<file path="config.mk">
export PLATFORM = sky130hd
export DESIGN_NAME = renamed_register_file
export DESIGN_NICKNAME = d
export VERILOG_FILES = /design/src/rtl/renamed_register_file.sv
export SDC_FILE = /design/constraint.sdc
export NUM_CORES = 2
export LEC_CHECK = 0
export ABC_AREA = 0
export CAP_MARGIN = 25
export CORE_AREA = 2 2 332 334
export CTS_CLUSTER_DIAMETER = 50
export DETAILED_ROUTE_END_ITERATION = 8
export DIE_AREA = 0 0 334 336
export PLACE_DENSITY = 0.84
export SLEW_MARGIN = 25
export SYNTH_ARGS = -nofsm -noshare
export SYNTH_HDL_FRONTEND = slang
export SYNTH_SLANG_ARGS = --single-unit
</file>
<file path="constraint.sdc">
create_clock -name clockIn -period 49.1 [get_ports clockIn]
set_input_delay 9.82 -clock clockIn [delete_from_list [all_inputs] [get_ports clockIn]]
set_output_delay 9.82 -clock clockIn [all_outputs]
set_load 0.02 [all_outputs]
</file>
<file path="src/rtl/renamed_register_file.sv">
// renamed_register_file: architectural register file with per-register ROB
// rename tags. It has several combinational read ports, a same-cycle commit
// bypass, a ROB-result bypass, and a flush that drops every pending rename.
module renamed_register_file #(
    parameter int ROB_WIDTH  = 4,
    parameter int ADDR_WIDTH = 5,
    parameter int NUM_READ   = 2
) (
    input  logic                             clockIn,
    input  logic                             resetIn,
    input  logic                             flushIn,
    input  logic [NUM_READ*ADDR_WIDTH-1:0]   readAddr,
    output logic [NUM_READ-1:0]              rdDirty,
    output logic [NUM_READ*ROB_WIDTH-1:0]    rdDep,
    output logic [NUM_READ*32-1:0]           rdValue,
    input  logic                             renameValid,
    input  logic [ADDR_WIDTH-1:0]            renameDest,
    input  logic [ROB_WIDTH-1:0]             renameRobId,
    input  logic                             commitValid,
    input  logic [ADDR_WIDTH-1:0]            commitDest,
    input  logic [31:0]                      commitValue,
    input  logic [ROB_WIDTH-1:0]             commitRobId,
    output logic [NUM_READ*ROB_WIDTH-1:0]    robQueryDep,
    input  logic [NUM_READ-1:0]              robQueryReady,
    input  logic [NUM_READ*32-1:0]           robQueryValue,
    output logic [ADDR_WIDTH:0]              pendingCount
);

    localparam int REG_COUNT = 2 ** ADDR_WIDTH;

    logic [31:0]            r_regs     [REG_COUNT];
    logic [ROB_WIDTH-1:0]   r_tag      [REG_COUNT];
    logic [REG_COUNT-1:0]   r_tagValid;

    logic                   w_commitWr;
    logic                   w_renameWr;
    logic                   w_commitClear;

    // x0 is hard-wired: neither commits nor renames ever touch it.
    assign w_commitWr    = commitValid && (commitDest != '0);
    assign w_renameWr    = renameValid && (renameDest != '0) && !flushIn;
    // A commit releases the tag only if it is the youngest producer and no new
    // producer is being attached to the same register this cycle.
    assign w_commitClear = w_commitWr && (r_tag[commitDest] == commitRobId) &&
                           !(renameValid && renameDest == commitDest);

    // State update: commit writes the value, rename attaches a tag, flush drops all tags.
    always_ff @(posedge clockIn or posedge resetIn) begin
        if (resetIn) begin
            r_tagValid <= '0;
            for (int i = 0; i < REG_COUNT; i++) begin
                r_regs[i] <= '0;
                r_tag[i]  <= '0;
            end
        end else begin
            if (w_commitWr) begin
                r_regs[commitDest] <= commitValue;
            end
            if (flushIn) begin
                r_tagValid <= '0;
            end else begin
                if (w_commitClear) begin
                    r_tagValid[commitDest] <= 1'b0;
                end
                if (w_renameWr) begin
                    r_tag[renameDest]      <= renameRobId;
                    r_tagValid[renameDest] <= 1'b1;
                end
            end
        end
    end

    // Operand read: file value, then commit bypass, then ROB bypass, else dirty.
    always_comb begin
        logic [ADDR_WIDTH-1:0] w_a;
        rdDirty = '0;
        rdDep   = '0;
        rdValue = '0;
        w_a     = '0;
        for (int p = 0; p < NUM_READ; p++) begin
            w_a = readAddr[p*ADDR_WIDTH +: ADDR_WIDTH];
            if (w_a != '0) begin
                if (!r_tagValid[w_a]) begin
                    rdValue[p*32 +: 32] = r_regs[w_a];
                end else begin
                    rdDep[p*ROB_WIDTH +: ROB_WIDTH] = r_tag[w_a];
                    if (commitValid && commitDest == w_a && commitRobId == r_tag[w_a]) begin
                        rdValue[p*32 +: 32] = commitValue;
                    end else if (robQueryReady[p]) begin
                        rdValue[p*32 +: 32] = robQueryValue[p*32 +: 32];
                    end else begin
                        rdDirty[p] = 1'b1;
                    end
                end
            end
        end
    end

    assign robQueryDep = rdDep;

    // Number of registers currently waiting on a ROB entry.
    always_comb begin
        pendingCount = '0;
        for (int i = 0; i < REG_COUNT; i++) begin
            pendingCount = pendingCount + (ADDR_WIDTH+1)'(r_tagValid[i]);
        end
    end

endmodule

</file>
Yosys cells after proc, flatten, opt, wreduce, memory -nomap -nowiden
Cells that the tools add are included.
Widths: inputs -> output; s select.
{ "totals": {"regBits": 1184} }
{ "op_classes": {"add_sub_neg": 31, "n_lt_le_gt_ge": 12, "n_eq_ne": 6, "muxes": 53, "bitwise_logic": 8, "n_reduce_logical": 21} }
{ "op_table": {"columns": ["operator", "count"], "rows": [
  ["$bwmux 1024", 1],
  ["$mux 32", 17],
  ["$bmux 32 s5", 2],
  ["$demux 32 s5", 1],
  ["$add 6x1->6", 26],
  ["$bwmux 128", 1],
  ["$bmux 4 s5", 3],
  ["$mux 4", 11],
  ["$and 32x32->32", 1],
  ["$not 32->32", 1],
  ["$or 32x32->32", 1],
  ["$ge 6x6->1 const B", 4],
  ["$lt 5x6->1 const B", 4],
  ["$not 5->6", 4],
  ["$demux 4 s5", 1],
  ["$reduce_bool 5->1", 4],
  ["$eq 5x5->1", 3],
  ["$logic_and 1x1->1", 14],
  ["$eq 4x4->1", 3],
  ["$lt 6x1->1 const B", 2],
  ["$mux 1", 12],
  ["$bmux 1 s5", 2],
  ["$demux 1 s5", 2],
  ["$ge 5x1->1 const B", 2],
  ["8 further kinds", 9]
]} }

Logic depth before layout (Yosys ltp)
{ "logic_depth": {"depth_word": 31, "depth_mapped": 16, "depth_no_buf": 16} }

Least setup slack after synthesis
No wires, ideal clock.
{ "synth_path": {"kind": "input to output", "from": "input port readAddr[1]", "to": "output port rdValue[7]", "arrival_time_ns": 12.746, "t_required_ns": 39.280, "slack_ns": 26.534, "cell_stages": 10, "path_buffers": 3, "path_cell_list": "buf_2 -> buf_1 -> mux4_2 -> mux4_2 -> mux2i_1 -> xor2_1 -> o21ai_1 -> clkbuf_1 -> o211ai_1 -> a311oi_1"} }
{ "synth_via": {"elab_chain_len": 9, "word_cells_on_any_way": 17} }
{ "synth_rtl": {"columns": ["element", "line_no", "source"], "rows": [
  ["from (decl)", "12", "input logic [NUM_READ*ADDR_WIDTH-1:0] readAddr,"],
  ["$not 5->6 (implied by the code)", "84, 87", null],
  ["$bmux 4 s5", "87", "if (commitValid && commitDest == w_a && commitRobId == r_tag[w_a]) begin"],
  ["$mux 4 (implied by the code) (2 in series)", "87", null],
  ["$eq 4x4->1", "87", null],
  ["$logic_and 1x1->1", "87", null],
  ["$mux 32", "87", null],
  ["$mux 32", "83", "if (!r_tagValid[w_a]) begin"],
  ["$mux 32 (*)", "82", "if (w_a != '0) begin"],
  ["to (decl)", "15", "output logic [NUM_READ*32-1:0] rdValue,"]
]} }
Every way passes the cells marked *; elsewhere a longest branch is shown, timed or not. The select of a mux whose other input is x is not followed.

Worst setup path after layout
{ "layout_path": {"from": "input port readAddr[6]", "to": "output port rdValue[34]"} }
The elaborated chain is that of the path after synthesis.

==> results.md <==
* Post-Place Worst Slack at between 20,000 and 25,000 ps
* Unrepaired setup endpoints after global routing: false
* Final Skew at approximately 18 ps
* Cell Rows at between 100 and 150
* Max Cap Viol at 0
* Fin crit share at 0.519
* Max transition margin at 0.202
* VDD IR-drop max at about 0.000038 V
* Synth cell types at 65
* Synth Net Count at between 4,000 and 5,000
* Crit-path max FO at 142
* Mean Syn Cell Area at ~15 µm²
* DRC Markers at 2
* Cts-stage hold buffer count at 0
* Worst Setup Slack, final at ~24,000 ps
* Register Area at between 20,000 and 30,000 µm²
* Fmax at slightly below 40 MHz
* Post-CTS resize count at 0
* Vias per inst at between 7 and 8
* Seq cells post-synth at between 1,000 and 1,500
* FILL cells at ~7,000
* CP Capture Type: output port
* CTS tree: done
* Setup violators final at 0
* Syn Inst Count at approximately 4,400
* Design area at ~75,000 µm²
* Failing checks: DRC
* Routed WL per cell at about 35 µm
* Status: complete, but fails checks
* Seq/Total Area, Yosys at 0.442
* Final Util at 0.688
* Initial Utilization at 0.618
* Routability cong. at just over 0.9
* Multi-input logic area at 35,300 µm²
* Worst EP required at between 30,000 and 40,000 ps
* Synth cell count leaders: 1,184 x dfrtp_1, 1,021 x mux2_2, 749 x mux4_2
* Final Max Tran Viols at 0
* Yosys top cell by area: dfrtp_1
* Initial antenna violation count at 3
* Leakage at 31.1 nW
* Global-route usage over all layers at 0.367
* CP arrival at between 15,000 and 20,000 ps
* Ranking of synthesized cells by area: dfrtp_1 44%, mux4_2 25%, mux2_2 17%
* Clk slew on worst S/H paths at 60 ps
* Vias at approximately 44,000
* Placed Area at 69,800 µm²
* Share of layout cells above drive strength 1 at 0.499
* Post-Place Cells at 5,570
* Setup TNS at 0 ps
* Top_reg_cell synth: dfrtp_1
* Die height at 336 µm
* Layout area overhead at 11.4%
* ANT nets after route at 0
* First-pass DRT Iterations at 8
* Total Routed Length at ~200 mm
* Startpoint types: primary input
* Detailed placement HPWL at between 100 and 150 mm
* Synth Cell Area at approximately 67,000 µm²
* Core footprint at around 110,000 µm²
* I/O pins at about 220
* Slew @ Worst Pin at roughly 1200 ps
* Clock sink count at roughly 1,200
* Synth top area share at 0.442
* GRT overflow at 0
* H-tree levels at 4
* Largest net degree at the start of global routing at around 140
* Vias in the first global route at 45,800
* Die width at 334 µm
* Final min period at between 20,000 and 30,000 ps
* Synth warnings at 0
* Setup bufs post-CTS at 0
* Root buf cell: clkbuf_16
* Hold violation count in the final report at 0
* Port bufs at 218
* Total CTS buffers at 138
* First-pass GRT wire length at approximately 300 mm
* Hold Path Class: register to register
* Clk_lat worst skew at between 700 and 800 ps
* 1st-iter DRT viols at about 5,400
* Post-synth EDFFs at 0
* PD cells at about 41 nW/µm²
* Critical setup path kind: primary input to output port
* Fin cells at about 5,800
* Clock tree buffer depth at 3
* Final net count at ~4,500
* DIE AREA at between 100,000 and 150,000 µm²
* Most frequent cell after synthesis: dfrtp_1
* Async set-reset flop share out of synthesis at 1.00
[metrics by stage]
step | total power, mW | hold WS, ps
floorplan | 1.75 | 441
global placement | 1.91 | 377
detailed placement | 1.94 | 382
CTS | 3.02 | 396
global route | 3.12 | 408
finish | 3.02 | 393
[metal layers]
| layer | wire, µm | track usage | up-vias |
|---|---|---|---|
| met1 | 71100 | 0.473 | 23400 |
| li1 | - | - | 17000 |
| met4 | 12600 | 0.203 | 4 |
| met2 | 95200 | 0.563 | 2995 |
| met5 | 24 | 0.00213 | - |
| met3 | 23400 | 0.110 | 780 |
[cells in the final DEF (no fill, tap or decap), types with 8 or more instances in the layout]
cell type,instances
a211oi_1,40
a21oi_1,47
a221oi_1,8
a22oi_1,16
a311oi_1,35
and2_1,34
and3_1,8
buf_2,25
buf_4,93
buf_6,11
bufinv_16,14
clkbuf_1,21
clkbuf_16,144
clkbuf_8,20
clkdlybuf4s50_1,184
clkinv_2,15
clkinv_4,9
clkinvlp_4,10
dfrtp_1,1184
fa_1,24
inv_1,40
inv_6,12
mux2_1,101
mux2_2,1020
mux2i_1,49
mux4_2,749
nand2_1,39
nand2b_1,8
nand3_1,39
nand4_1,36
nor2_1,67
nor2_4,25
nor2b_1,45
nor3_1,13
o211ai_1,33
o311a_1,32
o31ai_1,8
xnor2_1,9
xor2_1,15
[sequential cells by signal, summed over array words and instances, names as in the netlist]
register    flops
r_regs       1024
r_tag         128
r_tagValid     32
[critical path: stages]
cell and delay, ps:
buf_8 680, buf_12 720, mux4_2 610, mux2i_1 190, o22ai_1 140, or4_4 540, a2111oi_4 450, buf_4 360
and3_4 710, o311a_1 480, clkdlybuf4s50_1 680
[area by class of cell]
class	count	area share
clock buffers	185	0.0530
clock inverters	65	0.0111
multi-input cells	2610	0.472
repair buffers	324	0.0404
flip-flops and latches	1184	0.397
diodes	2	0.0000671
well taps	1414	0.0237
inverters	42	0.00228
[power by group]
group | switching [mW] | internal, mW
sequential | 0.136 | 1.15
clock | 0.432 | 0.645
combinational | 0.270 | 0.392
total | 0.838 | 2.19
[logic make-up after synthesis]
group,share of synthesized area
AO/OA/AOI/OAI,0.0300
XOR/XNOR,0.00351
adder cells (fa/ha/maj),0.00848
buffers and inverters,0.0361
flip-flops,0.442
multiplexers,0.451
AND/OR/NAND/NOR,0.0283
[final timing paths]
check                      cells past startpoint  slack (ps)          from        endpoint
setup / recovery                              11       23590   readAddr[6]     rdValue[34]
hold / removal                                 0         390  r_regs[1008]    r_regs[1008]
setup reg to reg                               7       45840      r_tag[0]  r_tagValid[17]
hold reg to reg                                0         390  r_regs[1008]    r_regs[1008]
max in group asynchronous                      6       36620       resetIn     r_regs[689]
min in group asynchronous                      2        9480       resetIn     r_regs[743]
Note: power is estimated with default switching activity, not from simulation.
